File: config.mk
export PLATFORM = sky130hd
export DESIGN_NAME = uart_receiver_flat
export DESIGN_NICKNAME = d
export VERILOG_FILES = /design/src/rtl/uart_pkg.sv /design/src/rtl/uart_receiver_if.sv /design/src/rtl/sync_2ff.sv /design/src/rtl/uart_receiver.sv /design/src/flat_wrapper.sv
export SDC_FILE = /design/constraint.sdc
export NUM_CORES = 1
export LEC_CHECK = 0
export ABC_AREA = 1
export ABC_CLOCK_PERIOD_IN_PS = 3100
export CORE_UTILIZATION = 50
export CTS_BUF_LIST = sky130_fd_sc_hd__clkbuf_4 sky130_fd_sc_hd__clkbuf_8
export CTS_CLUSTER_DIAMETER = 120
export DETAILED_ROUTE_END_ITERATION = 10
export HOLD_SLACK_MARGIN = 0.06
export PLACE_DENSITY = 0.76
export SLEW_MARGIN = 20
export SYNTH_ARGS = -nofsm -noshare
export SYNTH_HDL_FRONTEND = slang
export SYNTH_HIERARCHICAL = 1
export SYNTH_SLANG_ARGS = --single-unit
File: constraint.sdc
create_clock -name clk_i -period 3.1 [get_ports clk_i]
set_clock_uncertainty 0.15 [all_clocks]
set_input_delay 0.465 -clock clk_i [delete_from_list [all_inputs] [get_ports clk_i]]
set_output_delay 0.465 -clock clk_i [all_outputs]
set_load 0.03 [all_outputs]
File: src/rtl/uart_pkg.sv
// Shared UART definitions: receiver FSM states and the default bit period
// used by both the transmitter and the receiver.
package uart_pkg;

  // 50 MHz system clock at 115200 baud.
  parameter int unsigned ClksPerBitDefault = 434;

  typedef enum logic [2:0] {
    StIdle      = 3'd0,
    StStartBit  = 3'd1,
    StDataBits  = 3'd2,
    StStopBit   = 3'd3,
    StCleanup   = 3'd4,
    StBreakWait = 3'd5
  } rx_state_e;

  // Offset from the detected falling edge to the middle of the start bit.
  function automatic int unsigned half_bit(input int unsigned clks_per_bit);
    return (clks_per_bit - 1) / 2;
  endfunction

endpackage

File: src/rtl/uart_receiver_if.sv
// Receive-side UART bundle: serial line in, recovered byte and status out.
// The slave modport is the receiver; the master modport is the line driver / consumer.
interface uart_receiver_if;

  logic       rx_serial;
  logic [7:0] rx_byte;
  logic       rx_data_valid;
  logic       rx_frame_err;
  logic       rx_busy;

  modport master (
    output rx_serial,
    input  rx_byte,
    input  rx_data_valid,
    input  rx_frame_err,
    input  rx_busy
  );

  modport slave (
    input  rx_serial,
    output rx_byte,
    output rx_data_valid,
    output rx_frame_err,
    output rx_busy
  );

endinterface

File: src/rtl/sync_2ff.sv
// Two-flop synchroniser for a single asynchronous input; resets to 1 so an
// idle-high line does not look like an edge when reset is released.
module sync_2ff (
  input  logic clk_i,
  input  logic rst_ni,
  input  logic d_i,
  output logic q_o
);

  logic meta_q;
  logic sync_q;

  always_ff @(posedge clk_i or negedge rst_ni) begin
    if (!rst_ni) begin
      meta_q <= 1'b1;
      sync_q <= 1'b1;
    end else begin
      meta_q <= d_i;
      sync_q <= meta_q;
    end
  end

  assign q_o = sync_q;

endmodule

File: src/rtl/uart_receiver.sv
// 8N1 UART receiver: mid-bit sampling, one-cycle valid / framing-error pulses,
// and no re-arm while the line is held low after a bad stop bit (break).
module uart_receiver
  import uart_pkg::*;
#(
  parameter int unsigned ClksPerBit = ClksPerBitDefault
) (
  input  logic            clk_i,
  input  logic            rst_ni,
  uart_receiver_if.slave  rx_if
);

  localparam int unsigned HalfBit = half_bit(ClksPerBit);
  localparam int unsigned CntW    = $clog2(ClksPerBit);

  localparam logic [CntW-1:0] HalfCnt = CntW'(HalfBit);
  localparam logic [CntW-1:0] LastCnt = CntW'(ClksPerBit - 1);
  localparam logic [CntW-1:0] CntOne  = CntW'(1);

  if (ClksPerBit < 4) begin : g_bad_param
    $error("uart_receiver: ClksPerBit must be at least 4");
  end

  rx_state_e       state_q, state_d;
  logic [CntW-1:0] count_q, count_d;
  logic [2:0]      index_q, index_d;
  logic [7:0]      shift_q, shift_d;
  logic [7:0]      byte_q,  byte_d;
  logic            valid_q, valid_d;
  logic            ferr_q,  ferr_d;
  logic            rx_s;

  sync_2ff u_sync (
    .clk_i  (clk_i),
    .rst_ni (rst_ni),
    .d_i    (rx_if.rx_serial),
    .q_o    (rx_s)
  );

  always_ff @(posedge clk_i or negedge rst_ni) begin
    if (!rst_ni) begin
      state_q <= StIdle;
      count_q <= '0;
      index_q <= '0;
      shift_q <= '0;
      byte_q  <= '0;
      valid_q <= 1'b0;
      ferr_q  <= 1'b0;
    end else begin
      state_q <= state_d;
      count_q <= count_d;
      index_q <= index_d;
      shift_q <= shift_d;
      byte_q  <= byte_d;
      valid_q <= valid_d;
      ferr_q  <= ferr_d;
    end
  end

  always_comb begin
    state_d = state_q;
    count_d = count_q;
    index_d = index_q;
    shift_d = shift_q;
    byte_d  = byte_q;
    valid_d = 1'b0;
    ferr_d  = 1'b0;

    case (state_q)
      StIdle: begin
        count_d = '0;
        index_d = '0;
        if (!rx_s) begin
          state_d = StStartBit;
        end
      end

      StStartBit: begin
        if (count_q == HalfCnt) begin
          count_d = '0;
          // A line that is high again at mid-start was a glitch, not a frame.
          state_d = rx_s ? StIdle : StDataBits;
        end else begin
          count_d = count_q + CntOne;
        end
      end

      StDataBits: begin
        if (count_q == LastCnt) begin
          count_d = '0;
          shift_d = {rx_s, shift_q[7:1]};
          if (index_q == 3'd7) begin
            state_d = StStopBit;
          end else begin
            index_d = index_q + 3'd1;
          end
        end else begin
          count_d = count_q + CntOne;
        end
      end

      StStopBit: begin
        if (count_q == LastCnt) begin
          count_d = '0;
          if (rx_s) begin
            byte_d  = shift_q;
            valid_d = 1'b1;
            state_d = StCleanup;
          end else begin
            ferr_d  = 1'b1;
            state_d = StBreakWait;
          end
        end else begin
          count_d = count_q + CntOne;
        end
      end

      StCleanup: begin
        count_d = '0;
        index_d = '0;
        state_d = StIdle;
      end

      StBreakWait: begin
        // Only a return to idle-high re-arms start detection.
        count_d = '0;
        index_d = '0;
        if (rx_s) begin
          state_d = StIdle;
        end
      end

      default: begin
        count_d = '0;
        index_d = '0;
        state_d = StIdle;
      end
    endcase
  end

  assign rx_if.rx_byte       = byte_q;
  assign rx_if.rx_data_valid = valid_q;
  assign rx_if.rx_frame_err  = ferr_q;
  assign rx_if.rx_busy       = (state_q != StIdle);

endmodule

File: src/flat_wrapper.sv
// flat-port wrapper written by rule: the top's interface ports become plain ports
module uart_receiver_flat import uart_pkg::*;
#(
  parameter int unsigned ClksPerBit = ClksPerBitDefault
)
  (clk_i, rst_ni, rx_if_rx_serial, rx_if_rx_byte, rx_if_rx_data_valid, rx_if_rx_frame_err, rx_if_rx_busy);
  uart_receiver_if rx_if_i ();
  input  logic clk_i;
  input  logic rst_ni;
  input wire logic [$bits(rx_if_i.rx_serial)-1:0] rx_if_rx_serial;
  output wire logic [$bits(rx_if_i.rx_byte)-1:0] rx_if_rx_byte;
  output wire logic [$bits(rx_if_i.rx_data_valid)-1:0] rx_if_rx_data_valid;
  output wire logic [$bits(rx_if_i.rx_frame_err)-1:0] rx_if_rx_frame_err;
  output wire logic [$bits(rx_if_i.rx_busy)-1:0] rx_if_rx_busy;
  assign rx_if_i.rx_serial = rx_if_rx_serial;
  assign rx_if_rx_byte = rx_if_i.rx_byte;
  assign rx_if_rx_data_valid = rx_if_i.rx_data_valid;
  assign rx_if_rx_frame_err = rx_if_i.rx_frame_err;
  assign rx_if_rx_busy = rx_if_i.rx_busy;
  uart_receiver #(.ClksPerBit(ClksPerBit)) u_core (.clk_i(clk_i), .rst_ni(rst_ni), .rx_if(rx_if_i));
endmodule
==> impl_metrics.sql <==
INSERT INTO impl_metrics (metric_group, metric, value, unit) VALUES
('placement', 'gp_congestion', '1.029', ''),
('sta', 'max_freq', '444.4', 'MHz'),
('sta', 'finalWorstPathRequiredPeriod', '2.250', 'ns'),
('grt', 'use_met2', '31.43', '%'),
('yosys', 'post_synth.cell_area_avg', '9.121', 'um2'),
('clock_tree', 'clk_pin_slew_worst_paths', '0.11', 'ns'),
('clock_tree', 'htreeDepth', '2', ''),
('setup_path', 'start_kind', 'register', ''),
('clock_tree', 'clk_root_buffer_cell', 'sky130_fd_sc_hd__clkbuf_4', ''),
('grt', 'use_met1', '22.82', '%'),
('power_and_ir_drop', 'comb_power_share', '1.8', '%'),
('sta', 'tightestPinTransition', '0.4307', 'ns'),
('placement', 'placement.io_buffers', '13', ''),
('clock_tree', 'total_of_cells_resized_after_clock_tree_synthesis', '0', ''),
('sta', 'grt_setup_unrepaired', 'no', ''),
('finish', 'area_growth_syn_to_layout', '14.54', '%'),
('floorplanning', 'die_area', '3573', 'um2'),
('power_and_ir_drop', 'vdd_drop_max', '0.0003177', 'V'),
('finish', 'num_antenna_cells', '0', ''),
('route', 'avgViaCountPerCell', '5.016', ''),
('grt', 'grt_first_pass_wirelength', '4878', 'um'),
('route', 'route.vias.total', '1239', ''),
('grt', 'gr-max-usage-layer', 'met2', ''),
('power_and_ir_drop', 'switching_power_share_of_the_total', '20.39', '%'),
('yosys', 'synthesis.area', '1669', 'um2'),
('setup_path', 'worst-endpoint-arrival', '1.64', 'ns'),
('setup_path', 'crit_type', 'register to output port', ''),
('grt', 'via_count_of_the_first_global_routing_pass', '1118', ''),
('yosys', 'synth.lib_cells_used.distinct', '28', ''),
('run_status', 'outcome', 'completed', ''),
('power_and_ir_drop', 'internal-power', '0.0006046', 'W'),
('clock_tree', 'clock_latency', '0.33', 'ns'),
('sta', 'setup_viol', '0', ''),
('route', 'postRouteAntennaNets', '0', ''),
('yosys', 'ys_seq_elements', '35', ''),
('placement', 'post_dp_cell_area', '1839', 'um2'),
('job', 'maxCapViolations', '0', ''),
('clock_tree', 'cts_made_buffers', '5', ''),
('setup_path', 'largest_driver_fanout_on_the_critical_path', '6', ''),
('finish', 'drive_gt1_share', '19.21', '%'),
('grt', 'gr-usage-all-layers', '19.07', '%'),
('grt', 'grt_antenna_before_repair', '0', ''),
('yosys', 'synth_edf_count', '0', ''),
('sta', 'hold_viol_final', '0', ''),
('floorplanning', 'ioPinCount', '14', ''),
('yosys', 'seq_area_frac_synth', '52.62', '%'),
('clock_tree', 'cts_hold_buf', '0', ''),
('yosys', 'synthArstFlopShare', '100.0', '%'),
('yosys', 'yosys-top-cells-count', 'sky130_fd_sc_hd__nand2_1 (50), sky130_fd_sc_hd__dfrtp_1 (33), sky130_fd_sc_hd__inv_1 (19), sky130_fd_sc_hd__nor2_1 (17), sky130_fd_sc_hd__o21ai_2 (8)', ''),
('route', 'wirelength', '2884', 'um'),
('yosys', 'yosysMostFrequentCell', 'sky130_fd_sc_hd__nand2_1', ''),
('floorplanning', 'placementRows', '20', ''),
('route', 'drc_errors', '0', ''),
('power_and_ir_drop', 'share_seq_of_total_power', '60.6', '%'),
('power_and_ir_drop', 'p_switching', '0.0001548', 'W'),
('power_and_ir_drop', 'power-per-cell-area', '397.2', 'nW/um2'),
('sta', 'totalNegativeSetupSlack', '0', 'ns'),
('floorplanning', 'floorplan.initialDensity', '53.79', '%'),
('clock_tree', 'cts.sinks', '35', ''),
('setup_path', 'worst_setup_path_end_kind', 'output port', ''),
('grt', 'pin_count_of_the_biggest_net_entering_global_routing', '36', ''),
('yosys', 'nets_in_the_synthesized_netlist', '191', ''),
('setup_path', 'cp.required', '2.48', 'ns'),
('floorplanning', 'fp.dieH', '59.78', 'um'),
('sta', 'final_max_slew_viols', '0', ''),
('sta', 'fin_crit_sh', '72.59', '%'),
('power_and_ir_drop', 'total_power', '0.0007594', 'W'),
('floorplanning', 'die_width', '59.78', 'um'),
('yosys', 'synthesis.instances', '183', ''),
('yosys', 'number_of_warning_messages_in_the_yosys_log', '6', ''),
('yosys', 'most_used_dff_post_synth', 'sky130_fd_sc_hd__dfrtp_1', '');
==> state kept, by name, indices dropped and copies added, names as in the netlist <==
| name | cells |
|---|---|
| u_core/shift_q | 8 |
| u_core/u_sync/q_o | 1 |
| u_core/state_q | 3 |
| u_core/rx_if.rx_data_valid | 1 |
| u_core/rx_if.rx_frame_err | 1 |
| u_core/u_sync/meta_q | 1 |
| u_core/rx_if.rx_byte | 8 |
| u_core/count_q | 9 |
| u_core/index_q | 3 |
==> cell families (layout without fill, tap and decap cells) <==
kind of cell,Yosys count,count (layout),share of synthesized area (%)
DFF,35,35,52.62
xor gates and xnor gates,4,4,2.099
AOI/OAI and AO/OA,21,21,8.621
adders and majority gates,5,5,3.748
and+or+nand+nor,90,90,25.64
buffers and inverters,28,48,7.271
==> layout make-up <==
| type | count | area, um2 |
|---|---|---|
| fillers | 281 | 1191 |
| well taps | 44 | 55.05 |
| repair buffers | 14 | 137.6 |
| inverters | 26 | 98.84 |
| flip-flops and latches | 35 | 878.3 |
| clock buffers | 8 | 72.57 |
| multi-input cells | 120 | 669.4 |
==> path summary, 6_finish.rpt <==
check,depth (start not counted),slack (ns),from,to
max in group asynchronous,2,2.08,rst_ni,u_core/u_sync/meta_q$_DFF_PN1_
hold reg to reg,0,0.21,u_core/u_sync/meta_q$_DFF_PN1_,u_core/u_sync/q_o$_DFF_PN1_
setup / recovery,3,0.85,u_core/state_q[1]$_DFFE_PN0P_,rx_if_rx_busy
hold / removal,0,0.21,u_core/u_sync/meta_q$_DFF_PN1_,u_core/u_sync/q_o$_DFF_PN1_
setup reg to reg,9,1.41,u_core/count_q[1]$_DFF_PN0_,u_core/rx_if.rx_byte[2]$_DFFE_PN0P_
min in group asynchronous,2,0.37,rst_ni,u_core/count_q[6]$_DFF_PN0_
==> through the flow <==
step,setup slack (ns),instances,hold WS (ns),util (%)
after global placement,1.266,239,0.1969,59.27
after global routing,0.7420,247,0.2204,61.61
after floorplan,1.553,183,0.01941,-
after detailed placement,1.220,239,0.2025,59.27
after CTS,0.8346,247,0.2172,61.61
final,0.8496,247,0.2145,61.61
==> power groups by stage <==
| stage | logic (W) | clock network [W] | registers (W) |
|---|---|---|---|
| 2_1_floorplan | 0.00000154 | 0 | 0.000469 |
| 3_3_place_gp | 0.0000138 | 0 | 0.000469 |
| 3_5_place_dp | 0.0000145 | 0 | 0.000469 |
| 4_1_cts | 0.0000144 | 0.000297 | 0.000460 |
| 5_1_grt | 0.0000161 | 0.000319 | 0.000461 |
| 6_report | 0.0000136 | 0.000285 | 0.000460 |
==> cells in the final DEF, fill, tap and decap left out, types with 2 or more instances in the layout <==
cell and n:
sky130_fd_sc_hd__a21oi_1 2, sky130_fd_sc_hd__clkbuf_4 6, sky130_fd_sc_hd__clkbuf_8 2, sky130_fd_sc_hd__clkdlybuf4s50_1 13, sky130_fd_sc_hd__dfrtp_1 33, sky130_fd_sc_hd__dfstp_2 2
sky130_fd_sc_hd__ha_1 5, sky130_fd_sc_hd__inv_1 19, sky130_fd_sc_hd__inv_2 6, sky130_fd_sc_hd__nand2_1 50, sky130_fd_sc_hd__nand2_2 3, sky130_fd_sc_hd__nand3_1 6
sky130_fd_sc_hd__nand4_1 3, sky130_fd_sc_hd__nor2_1 17, sky130_fd_sc_hd__nor2_2 3, sky130_fd_sc_hd__nor3_1 2, sky130_fd_sc_hd__o21ai_0 6, sky130_fd_sc_hd__o21ai_1 3
sky130_fd_sc_hd__o21ai_2 8, sky130_fd_sc_hd__xor2_1 3
==> critical path, cell delays in order (launching register included) <==
cell and delay (ns):
sky130_fd_sc_hd__dfrtp_1 0.46, sky130_fd_sc_hd__nor2_1 0.18, sky130_fd_sc_hd__nand2_1 0.07, sky130_fd_sc_hd__clkdlybuf4s50_1 0.59
==> per-layer routing <==
layer / part of all wire (%) / vias up
met5: 0 / -
met1: 45 / 590
li1: - / 608
met2: 49 / 30
met4: 2.4 / 0
met3: 3.7 / 11
Power figures use the tool's default switching activity.
